===== src/rtl/pipe_chain_pkg.sv =====
// Shared helpers for pipe_chain: round constants, rotate-left-by-one and occupancy width.
// Lanes up to 64 bits wide are carried in 64-bit containers; callers truncate to WIDTH.
package pipe_chain_pkg;

    function automatic int occ_width(input int depth);
        return $clog2(depth + 1);
    endfunction

    function automatic logic [63:0] lane_mask(input int w);
        logic [63:0] m;
        m = (w >= 64) ? '1 : ((64'd1 << w) - 64'd1);
        return m;
    endfunction

    function automatic logic [63:0] rotl1(input logic [63:0] x, input int w);
        return ((x << 1) | (x >> (w - 1))) & lane_mask(w);
    endfunction

    function automatic logic [63:0] round_k(input int stage, input int comb_depth,
                                            input int r, input int w);
        logic [63:0] k;
        k = 64'(stage * comb_depth + r);
        return k & lane_mask(w);
    endfunction

endpackage


===== src/rtl/pipe_chain_stage.sv =====
// One register stage of pipe_chain: mixes every lane with this stage's rounds, then holds it.
// Parity tracking is compiled in only with PIPE_CHAIN_PARITY_EN.
module pipe_chain_stage
    import pipe_chain_pkg::*;
#(
    parameter int WIDTH      = 8,
    parameter int CHANNELS   = 2,
    parameter int COMB_DEPTH = 3,
    parameter int STAGE      = 0
) (
    input  logic                         clk,
    input  logic                         rst,
    input  logic                         flush,
    input  logic                         up_valid,
    input  logic [CHANNELS*WIDTH-1:0]    up_data,
`ifdef PIPE_CHAIN_PARITY_EN
    input  logic [CHANNELS-1:0]          up_par,
    output logic [CHANNELS-1:0]          par,
`endif
    input  logic                         down_ready,
    output logic                         valid,
    output logic [CHANNELS*WIDTH-1:0]    data
);

    logic [CHANNELS*WIDTH-1:0] mixed;
    logic [CHANNELS*WIDTH-1:0] data_q;
    logic                      valid_q;
    logic                      can_load;

    always_comb begin
        logic [WIDTH-1:0] lane;
        lane  = '0;
        mixed = up_data;
        for (int c = 0; c < CHANNELS; c++) begin
            lane = up_data[c*WIDTH +: WIDTH];
            for (int r = 0; r < COMB_DEPTH; r++) begin
                lane = WIDTH'(rotl1(64'(lane), WIDTH) ^ round_k(STAGE, COMB_DEPTH, r, WIDTH));
            end
            mixed[c*WIDTH +: WIDTH] = lane;
        end
    end

    assign can_load = !valid_q || down_ready;

    always_ff @(posedge clk or negedge rst) begin
        if (!rst) begin
            valid_q <= 1'b0;
            data_q  <= '0;
        end else if (flush) begin
            valid_q <= 1'b0;
        end else if (can_load) begin
            valid_q <= up_valid;
            if (up_valid) data_q <= mixed;
        end
    end

    assign valid = valid_q;
    assign data  = data_q;

`ifdef PIPE_CHAIN_PARITY_EN
    // Rotation preserves parity, so only the XOR with K can flip it.
    logic                k_flip;
    logic [CHANNELS-1:0] par_q;

    always_comb begin
        k_flip = 1'b0;
        for (int r = 0; r < COMB_DEPTH; r++) begin
            k_flip = k_flip ^ (^round_k(STAGE, COMB_DEPTH, r, WIDTH));
        end
    end

    always_ff @(posedge clk or negedge rst) begin
        if (!rst) begin
            par_q <= '0;
        end else if (!flush && can_load && up_valid) begin
            par_q <= up_par ^ {CHANNELS{k_flip}};
        end
    end

    assign par = par_q;
`endif

endmodule


===== src/rtl/pipe_chain.sv =====
// Elastic chain of DATA_DEPTH mixing stages with collapsing bubbles, flush and occupancy.
// Define PIPE_CHAIN_PARITY_EN to add per-lane parity and the sticky parity_err output.
module pipe_chain
    import pipe_chain_pkg::*;
#(
    parameter int WIDTH      = 8,
    parameter int CHANNELS   = 2,
    parameter int DATA_DEPTH = 10,
    parameter int COMB_DEPTH = 3
) (
    input  logic                               clk,
    input  logic                               rst,
    input  logic                               flush,
    input  logic                               in_valid,
    output logic                               in_ready,
    input  logic [CHANNELS*WIDTH-1:0]          in_data,
    output logic                               out_valid,
    input  logic                               out_ready,
    output logic [CHANNELS*WIDTH-1:0]          out_data,
`ifdef PIPE_CHAIN_PARITY_EN
    output logic                               parity_err,
`endif
    output logic [$clog2(DATA_DEPTH+1)-1:0]    occupancy
);

    localparam int OCC_W = occ_width(DATA_DEPTH);

    logic [DATA_DEPTH-1:0]     v;
    logic [CHANNELS*WIDTH-1:0] d [DATA_DEPTH];
`ifdef PIPE_CHAIN_PARITY_EN
    logic [CHANNELS-1:0]       p [DATA_DEPTH];
    logic [CHANNELS-1:0]       in_par;

    always_comb begin
        for (int c = 0; c < CHANNELS; c++) in_par[c] = ^in_data[c*WIDTH +: WIDTH];
    end
`endif

    // A stage can load when it or anything below it is empty, or the sink drains the tail.
    for (genvar s = 0; s < DATA_DEPTH; s++) begin : g_stage
        logic                      up_valid;
        logic [CHANNELS*WIDTH-1:0] up_data;
        logic                      down_ready;
`ifdef PIPE_CHAIN_PARITY_EN
        logic [CHANNELS-1:0]       up_par;
`endif

        if (s == 0) begin : g_head
            assign up_valid = in_valid && in_ready;
            assign up_data  = in_data;
`ifdef PIPE_CHAIN_PARITY_EN
            assign up_par   = in_par;
`endif
        end else begin : g_body
            assign up_valid = v[s-1];
            assign up_data  = d[s-1];
`ifdef PIPE_CHAIN_PARITY_EN
            assign up_par   = p[s-1];
`endif
        end

        if (s == DATA_DEPTH - 1) begin : g_tail
            assign down_ready = out_ready;
        end else begin : g_mid
            assign down_ready = out_ready || !(&v[DATA_DEPTH-1:s+1]);
        end

        pipe_chain_stage #(
            .WIDTH      (WIDTH),
            .CHANNELS   (CHANNELS),
            .COMB_DEPTH (COMB_DEPTH),
            .STAGE      (s)
        ) u_stage (
            .clk        (clk),
            .rst        (rst),
            .flush      (flush),
            .up_valid   (up_valid),
            .up_data    (up_data),
`ifdef PIPE_CHAIN_PARITY_EN
            .up_par     (up_par),
            .par        (p[s]),
`endif
            .down_ready (down_ready),
            .valid      (v[s]),
            .data       (d[s])
        );
    end

    assign in_ready  = rst && !flush && (out_ready || !(&v));
    assign out_valid = v[DATA_DEPTH-1];
    assign out_data  = d[DATA_DEPTH-1];

    logic accept;
    logic leave;
    assign accept = in_valid && in_ready;
    assign leave  = out_valid && out_ready;

    always_ff @(posedge clk or negedge rst) begin
        if (!rst) begin
            occupancy <= '0;
        end else if (flush) begin
            occupancy <= '0;
        end else begin
            occupancy <= occupancy + OCC_W'(accept) - OCC_W'(leave);
        end
    end

`ifdef PIPE_CHAIN_PARITY_EN
    logic [CHANNELS-1:0] lane_bad;

    always_comb begin
        for (int c = 0; c < CHANNELS; c++) begin
            lane_bad[c] = (^out_data[c*WIDTH +: WIDTH]) ^ p[DATA_DEPTH-1][c];
        end
    end

    always_ff @(posedge clk or negedge rst) begin
        if (!rst) begin
            parity_err <= 1'b0;
        end else if (flush) begin
            parity_err <= 1'b0;
        end else if (leave && |lane_bad) begin
            parity_err <= 1'b1;
        end
    end
`endif

endmodule

===== config.mk =====
export PLATFORM = sky130hd
export DESIGN_NAME = pipe_chain
export DESIGN_NICKNAME = d
export VERILOG_FILES = /design/src/rtl/pipe_chain_pkg.sv /design/src/rtl/pipe_chain_stage.sv /design/src/rtl/pipe_chain.sv
export SDC_FILE = /design/constraint.sdc
export NUM_CORES = 1
export LEC_CHECK = 0
export CAP_MARGIN = 20
export CORE_MARGIN = 3
export CORE_UTILIZATION = 65
export CTS_BUF_LIST = sky130_fd_sc_hd__clkbuf_8
export CTS_CLUSTER_SIZE = 12
export DETAILED_ROUTE_END_ITERATION = 8
export PLACE_DENSITY = 0.86
export SYNTH_ARGS = -nofsm -noshare
export SYNTH_HDL_FRONTEND = slang
export SYNTH_SLANG_ARGS = --single-unit

===== constraint.sdc =====
create_clock -name clk -period 6.3 [get_ports clk]
set_clock_uncertainty 0.05 [all_clocks]
set_input_delay 1.26 -clock clk [delete_from_list [all_inputs] [get_ports clk]]
set_output_delay 1.26 -clock clk [all_outputs]
set_load 0.05 [all_outputs]

==> results.md, run 1 <==
- net count after synthesis: 508
- number of diodes: 0
- VDD IR max: 0.221 mV
- fraction of power consumed by combinational cells: 9.0%
- horizontal die dimension: 107 um
- leading cell types by count after synthesis: sky130_fd_sc_hd__dfrtp_1, sky130_fd_sc_hd__mux2_2, sky130_fd_sc_hd__nand2_1
- final core occ: 76.7%
- Fin Setup TNS: 0 ns
- prevailing post-synth register cell: sky130_fd_sc_hd__dfrtp_1
- Die Y: 107 um
- drt wl/cell: 14.7 um
- per-instance average area after synthesis: 13.7 um^2
- area added between synthesis and finish: 14.3%
- cell taking the most area after synthesis: sky130_fd_sc_hd__dfrtp_1
- area fraction of the dominant cell type after synthesis: 66.1%
- Syn. warnings: 0
- 1st-iter DRT viols: 129
- number of hold-slack violations in the final timing report: 0
- CP required: 4.99 ns
- count of cells resized by post-cts repair: 0
- number of pins exceeding their max-slew limit in the final report: 0
- clock insertion delay at the later pin of the skew report: 0.45 ns
- number of top-level design ports: 43
- Post-CTS Setup Inserts: 0
- Net count, final: 554
- Switching Power: 0.000574 W
- class of the tightest hold or removal check: flop to flop
- run status: finished, final reports clean
- clock root buffer: sky130_fd_sc_hd__clkbuf_8
- Netlist cell types: 34
- most numerous cell in the Yosys netlist: sky130_fd_sc_hd__dfrtp_1
- via count of the first global-routing pass: 3719
- endpoint arrival time on the critical path: 3.70 ns
- fin crit period: 5.01 ns
- Netlist Area Pre-Place: 6590 um^2
- power density of the placed cells: 305 nW/um^2
- number of buffers between clock root and the deepest sink: 2
- instance count of the mapped netlist: 482
- number of antenna violations at the first check in global routing: 0
- Die ar.: 11400 um^2
- leakage: 3.63 nW
- area of the core: 9820 um^2
- hold buffer count at CTS: 0
- Filler Cells Inserted: 617
- final RePlAce weighted congestion: 0.699
- number of enable-type register cells in the synthesized netlist: 0
- portion of the post-synthesis area used by sequential elements: 66.1%
- Startpoint Class: primary input
- kind of critical path: primary input to output pin
- unrepaired setup endpoints after global routing: no
- Post-DRT Antenna Nets: 0
- pin count of the biggest net entering global routing: 86
- net switching share of the total power: 25.0%
- final routed DRC violation total: 0
- clock group share of total power: 32.8%
- CTS tree: done
- max-cap violation count: 0
- CP Max Fanout: 17
- Achievable Freq: 0.199 GHz
- routed wire length: 9900 um
- ratio of cells with drive above 1 in the final layout: 25.9%
- share of flip-flops with an asynchronous set or reset: 100%
- global route total overflow: 0
- post-DP HPWL: 6820 um
- leading post-synthesis cells by cell area: sky130_fd_sc_hd__dfrtp_1, sky130_fd_sc_hd__mux2_2, sky130_fd_sc_hd__o21ai_0
- total routing resource utilization after global routing: 19.5%
- worst slew margin relative to its limit: 33.7%
- number of CTS-inserted buffers: 17
- clock slew seen by the registers of the worst setup and hold paths: 0.09 ns
- flops & latches, synth: 174
- crit share post-route: 79.6%
- Worst-Margin Slew: 0.992 ns
- length of the first detailed-routing pass in iterations: 4
- Initial Util: 67.1%
- CTS H-tree depth: 4
- total clock sinks: 174
- cell internal pwr: 0.00172 W
- worst-case hold slack: 0.405 ns
- portion of total power attributed to sequential cells: 58.2%
- wire length of the first global-routing pass: 17600 um
- Final Setup Violations: 0
- vias after detailed routing: 3681
- Via-to-Cell Ratio: 5.47
- floorplan row count: 36
- count of input and output buffers: 42
- sort of element at the end of the critical path: output pin
-- metal layers --
metal / track usage (%) / wire length [um] / vias to the layer above
li1: - / - / 1761
met1: 25.5 / 4330 / 1835
met2: 31.7 / 5020 / 66
met3: 5.30 / 370 / 19
met4: 7.12 / 175 / 0
met5: 0 / 0 / -
-- flip-flops by register name (all words and copies together), names as in the netlist --
register	flops
g_stage.u_stage.data	160
g_stage.u_stage.valid	10
occupancy	4
-- cell usage in the layout, fill, tap and decap left out, drive strengths merged, types with 3 or more instances in the layout --
master / count
mux2: 98
dfrtp: 174
nor2b: 4
a21oi: 6
o21ai: 62
ha: 4
clkdlybuf4s50: 41
buf: 7
o311ai: 3
nand2: 66
inv: 14
clkinv: 6
nor2: 14
clkbuf: 17
-- cell families after synthesis --
kind of cell | Yosys count | share of synthesized area [%]
simple gates | 93 | 6.26
buf+inv | 31 | 2.22
xor+xnor | 3 | 0.399
flops | 174 | 66.1
fa+ha+maj | 5 | 1.06
compound gates | 78 | 7.25
mux | 98 | 16.7
-- power groups by stage --
stage	clock, W	combinational (W)	sequential, W
2_1_floorplan	0	0.000126	0.00135
3_3_place_gp	0	0.000193	0.00135
3_5_place_dp	0	0.000208	0.00136
4_1_cts	0.000770	0.000211	0.00134
5_1_grt	0.000821	0.000236	0.00136
6_report	0.000753	0.000208	0.00134
-- final timing paths --
| path | start | endpoint | slack [ns] | cells after the start |
|---|---|---|---|---|
| setup reg to reg | g_stage[5].u_stage.valid | occupancy[2] | 3.32 | 10 |
| setup / recovery | flush | in_ready | 1.29 | 4 |
| hold / removal | g_stage[6].u_stage.data[3] | g_stage[7].u_stage.data[6] | 0.41 | 1 |
| hold reg to reg | g_stage[6].u_stage.data[3] | g_stage[7].u_stage.data[6] | 0.41 | 1 |
| min in group asynchronous | rst | g_stage[9].u_stage.data[1] | 0.59 | 1 |
| max in group asynchronous | rst | g_stage[2].u_stage.data[1] | 4.53 | 2 |
-- per-stage QoR --
stage	instance area, um^2	worst slack [ns]	instances	total power, W
3_5_place_dp	7120	1.33	641	0.00157
6_report	7530	1.29	673	0.00230
3_3_place_gp	7120	1.41	641	0.00154
4_1_cts	7510	1.32	672	0.00232
2_1_floorplan	6590	2.80	482	0.00147
5_1_grt	7530	1.17	673	0.00242
-- final cells by class --
| class | instances | area, um^2 | area share, % |
|---|---|---|---|
| timing repair buffer | 48 | 487 | 6.46 |
| tap | 133 | 166 | 2.21 |
| clock buffer | 17 | 234 | 3.11 |
| inverter | 10 | 37.5 | 0.498 |
| multi-input combinational | 277 | 2100 | 27.8 |
| clock inverter | 14 | 158 | 2.09 |
| sequential | 174 | 4350 | 57.8 |
-- worst max-delay path, cell delays in order --
cell and delay, ns:
sky130_fd_sc_hd__clkdlybuf4s50_1 0.90, sky130_fd_sc_hd__clkinv_1 0.55, sky130_fd_sc_hd__and3_1 0.29, sky130_fd_sc_hd__clkdlybuf4s50_1 0.69
No activity file was read; power rests on OpenSTA's default activity.
==> inputs of run 2 (changes only) <==
- CORE_UTILIZATION: 65 -> 55
- PLACE_DENSITY: 0.86 -> 0.78
- clock period: 6.3 -> 4.19 ns (I/O delays scaled with it)
==> run 2 against run 1 <==
  * Worst setup slack worse by 0.37 ns
  * Worst hold slack worse by 0.0024 ns
  * Combinational power is 47% higher
  * Final cell count is 1.9% higher
  * Total power is 48% higher
  * Critical path depth is 2 higher
  * Global-route usage is 3.3 points lower
  * First-iteration DRC count is 36% higher
  * Register-to-register slack worse by 1.5 ns
  * Non-clock buffer count is 4 higher
  * Largest power group unchanged
  * Core utilization is 11 points lower
==> results.md, run 2 (synthesis results as in run 1) <==
- global route total overflow: 0, unchanged
- fin crit period: 3.28 ns
- number of buffers between clock root and the deepest sink: 2, unchanged
- FF/Latch Area: 4350 um^2, unchanged
- drt wl/cell: 13.6 um, -7.6%
- hold buffer count at CTS: 0, unchanged
- Post-DRT Antenna Nets: 0, unchanged
- wire length on met1: 4480 um, +3.5%
- horizontal die dimension: 115 um, +8.2%
- Initial Util: 57.0%, -10 points
- total power: 0.00340 W, +48%
- count of cells resized by post-cts repair: 0, unchanged
- Net count, final: 558, +0.72%
- 1st-iter DRT viols: 175, +36%
- pin count of the biggest net entering global routing: 175, +100%
- CTS H-tree depth: 4, unchanged
- floorplan row count: 39, +8.3%
- dpl ws: 0.860 ns, -0.474 ns
- ratio of cells with drive above 1 in the final layout: 26.2%, +0.23 points
- VDD IR max: 0.337 mV, +52%
- area of the core: 11600 um^2, +18%
- Die ar.: 13300 um^2, +17%
- number of top-level design ports: 43, unchanged
- clock root buffer: sky130_fd_sc_hd__clkbuf_8
- Startpoint Class: primary input
- multi-input combinational cell area: 2100 um^2, unchanged
- vias after detailed routing: 3560, -3.3%
- Worst-Margin Slew: 0.918 ns, -0.0734 ns
- length of the first detailed-routing pass in iterations: 4, unchanged
- unrepaired setup endpoints after global routing: no
- leakage: 3.65 nW, +0.73%
- CP Launch Point: out_ready
- highest-count cells in the layout ignoring fill and taps: sky130_fd_sc_hd__dfrtp_1, sky130_fd_sc_hd__mux2_2, sky130_fd_sc_hd__nand2_1
- Met2 Wirelength: 4400 um, -12%
- number of antenna violations at the first check in global routing: 0, unchanged
- most frequent standard cell in the layout excluding fill and tap cells: sky130_fd_sc_hd__dfrtp_1
- max-cap violation count: 0, unchanged
- Cell Count, Final, Fillers Out: 686, +1.9%
- list of cells traversed by the critical path: clkdlybuf4s50_1, nand4b_4, nor2_4, nand2_1, and3_1, buf_4
- Fin Setup TNS: 0 ns, unchanged
- CP required: 3.30 ns, -1.69 ns
- kind of critical path: primary input to output pin
- final RePlAce weighted congestion: 0.711, +1.7%
- slowest stage cell on the critical path: sky130_fd_sc_hd__clkdlybuf4s50_1
- run status: finished, final reports clean
- Worst path max stage delay: 0.45 ns, -0.45 ns
- slack of the worst reg-to-reg path: 1.79 ns, -1.53 ns
- total routing resource utilization after global routing: 16.2%, -3.3 points
- number of CTS-inserted buffers: 17, unchanged
- Achievable Freq: 0.305 GHz
- endpoint arrival time on the critical path: 2.39 ns, -1.31 ns
- post-route worst setup slack: 0.912 ns, -0.374 ns
- total clock sinks: 174, unchanged
- crit share post-route: 78.2%
- Crit Reg-Reg Startpoint: g_stage[5].u_stage.valid
- top routing layer used: met4
- Via-to-Cell Ratio: 5.19, -5.1%
- final routed DRC violation total: 0, unchanged
- sort of element at the end of the critical path: output pin
- count of input and output buffers: 42, unchanged
- number of hold-slack violations in the final timing report: 0, unchanged
- Final Setup Violations: 0, unchanged
- clock slew seen by the registers of the worst setup and hold paths: 0.08 ns, about the same
- CTS tree: done
- post-DP HPWL: 6380 um, -6.5%
- number of placed cells counting well taps: 656, +2.3%
- routed wire length: 9320 um, -5.8%
- class of the tightest hold or removal check: flop to flop
- Post-CTS Setup Inserts: 0, unchanged
- max reg flops: 160, unchanged
- wire length of the first global-routing pass: 17100 um, -2.7%
- CP Max Fanout: 10, -7
- power density of the placed cells: 450 nW/um^2, +47%
- area added between synthesis and finish: 14.5%
- via count of the first global-routing pass: 3651, -1.8%
- worst-case hold slack: 0.403 ns, -0.00240 ns
- number of pins exceeding their max-slew limit in the final report: 0, unchanged
- worst slew margin relative to its limit: 38.8%, +5.1 points
- Filler Cells Inserted: 870, +41%
- launch point of the worst hold path: g_stage[1].u_stage.data[9]
- number of diodes: 0, unchanged
- Detail Route met3 WL: 316 um, -15%
- clock insertion delay at the later pin of the skew report: 0.44 ns, about the same
- Die Y: 115 um, +8.2%
run 2: layer usage:
metal | up-vias | track usage [%]
met2 | 50 | 25.5
met1 | 1730 | 21.8
met4 | 0 | 6.34
li1 | 1769 | -
met5 | - | 0
met3 | 11 | 4.44
run 2: worst paths after layout:
kind | depth (start not counted) | end
max reg2reg | 10 | occupancy[2]
min in group asynchronous | 2 | g_stage[0].u_stage.valid
max | 6 | in_ready
min reg2reg | 1 | g_stage[2].u_stage.data[12]
max in group asynchronous | 2 | g_stage[7].u_stage.data[12]
min | 1 | g_stage[2].u_stage.data[12]
run 2: final cells by class:
type | instances | share of cell area (%)
Tap cell | 143 | 2.37
Timing Repair Buffer | 52 | 6.71
Clock inverter | 10 | 1.29
Inverter | 10 | 0.497
Multi-Input combinational cell | 277 | 27.8
Sequential cell | 174 | 57.7
Clock buffer | 20 | 3.65
run 2: power by group:
part           switching (W)  internal, W  total (W)
combinational       0.000145     0.000160   0.000305
sequential          0.000106      0.00190    0.00200
clock               0.000530     0.000560    0.00109
run 2: worst max-delay path: cells and delay by family:
family	cells	cell delay, ns
buffers and inverters	2	0.63
and+or+nand+nor	4	0.92
run 2: per-stage QoR:
stage	area, um^2	utilization, %
detailed placement	7180	62.0
CTS	7550	65.3
global placement	7180	62.0
finish	7550	65.3
floorplan	6590	-
global route	7550	65.3
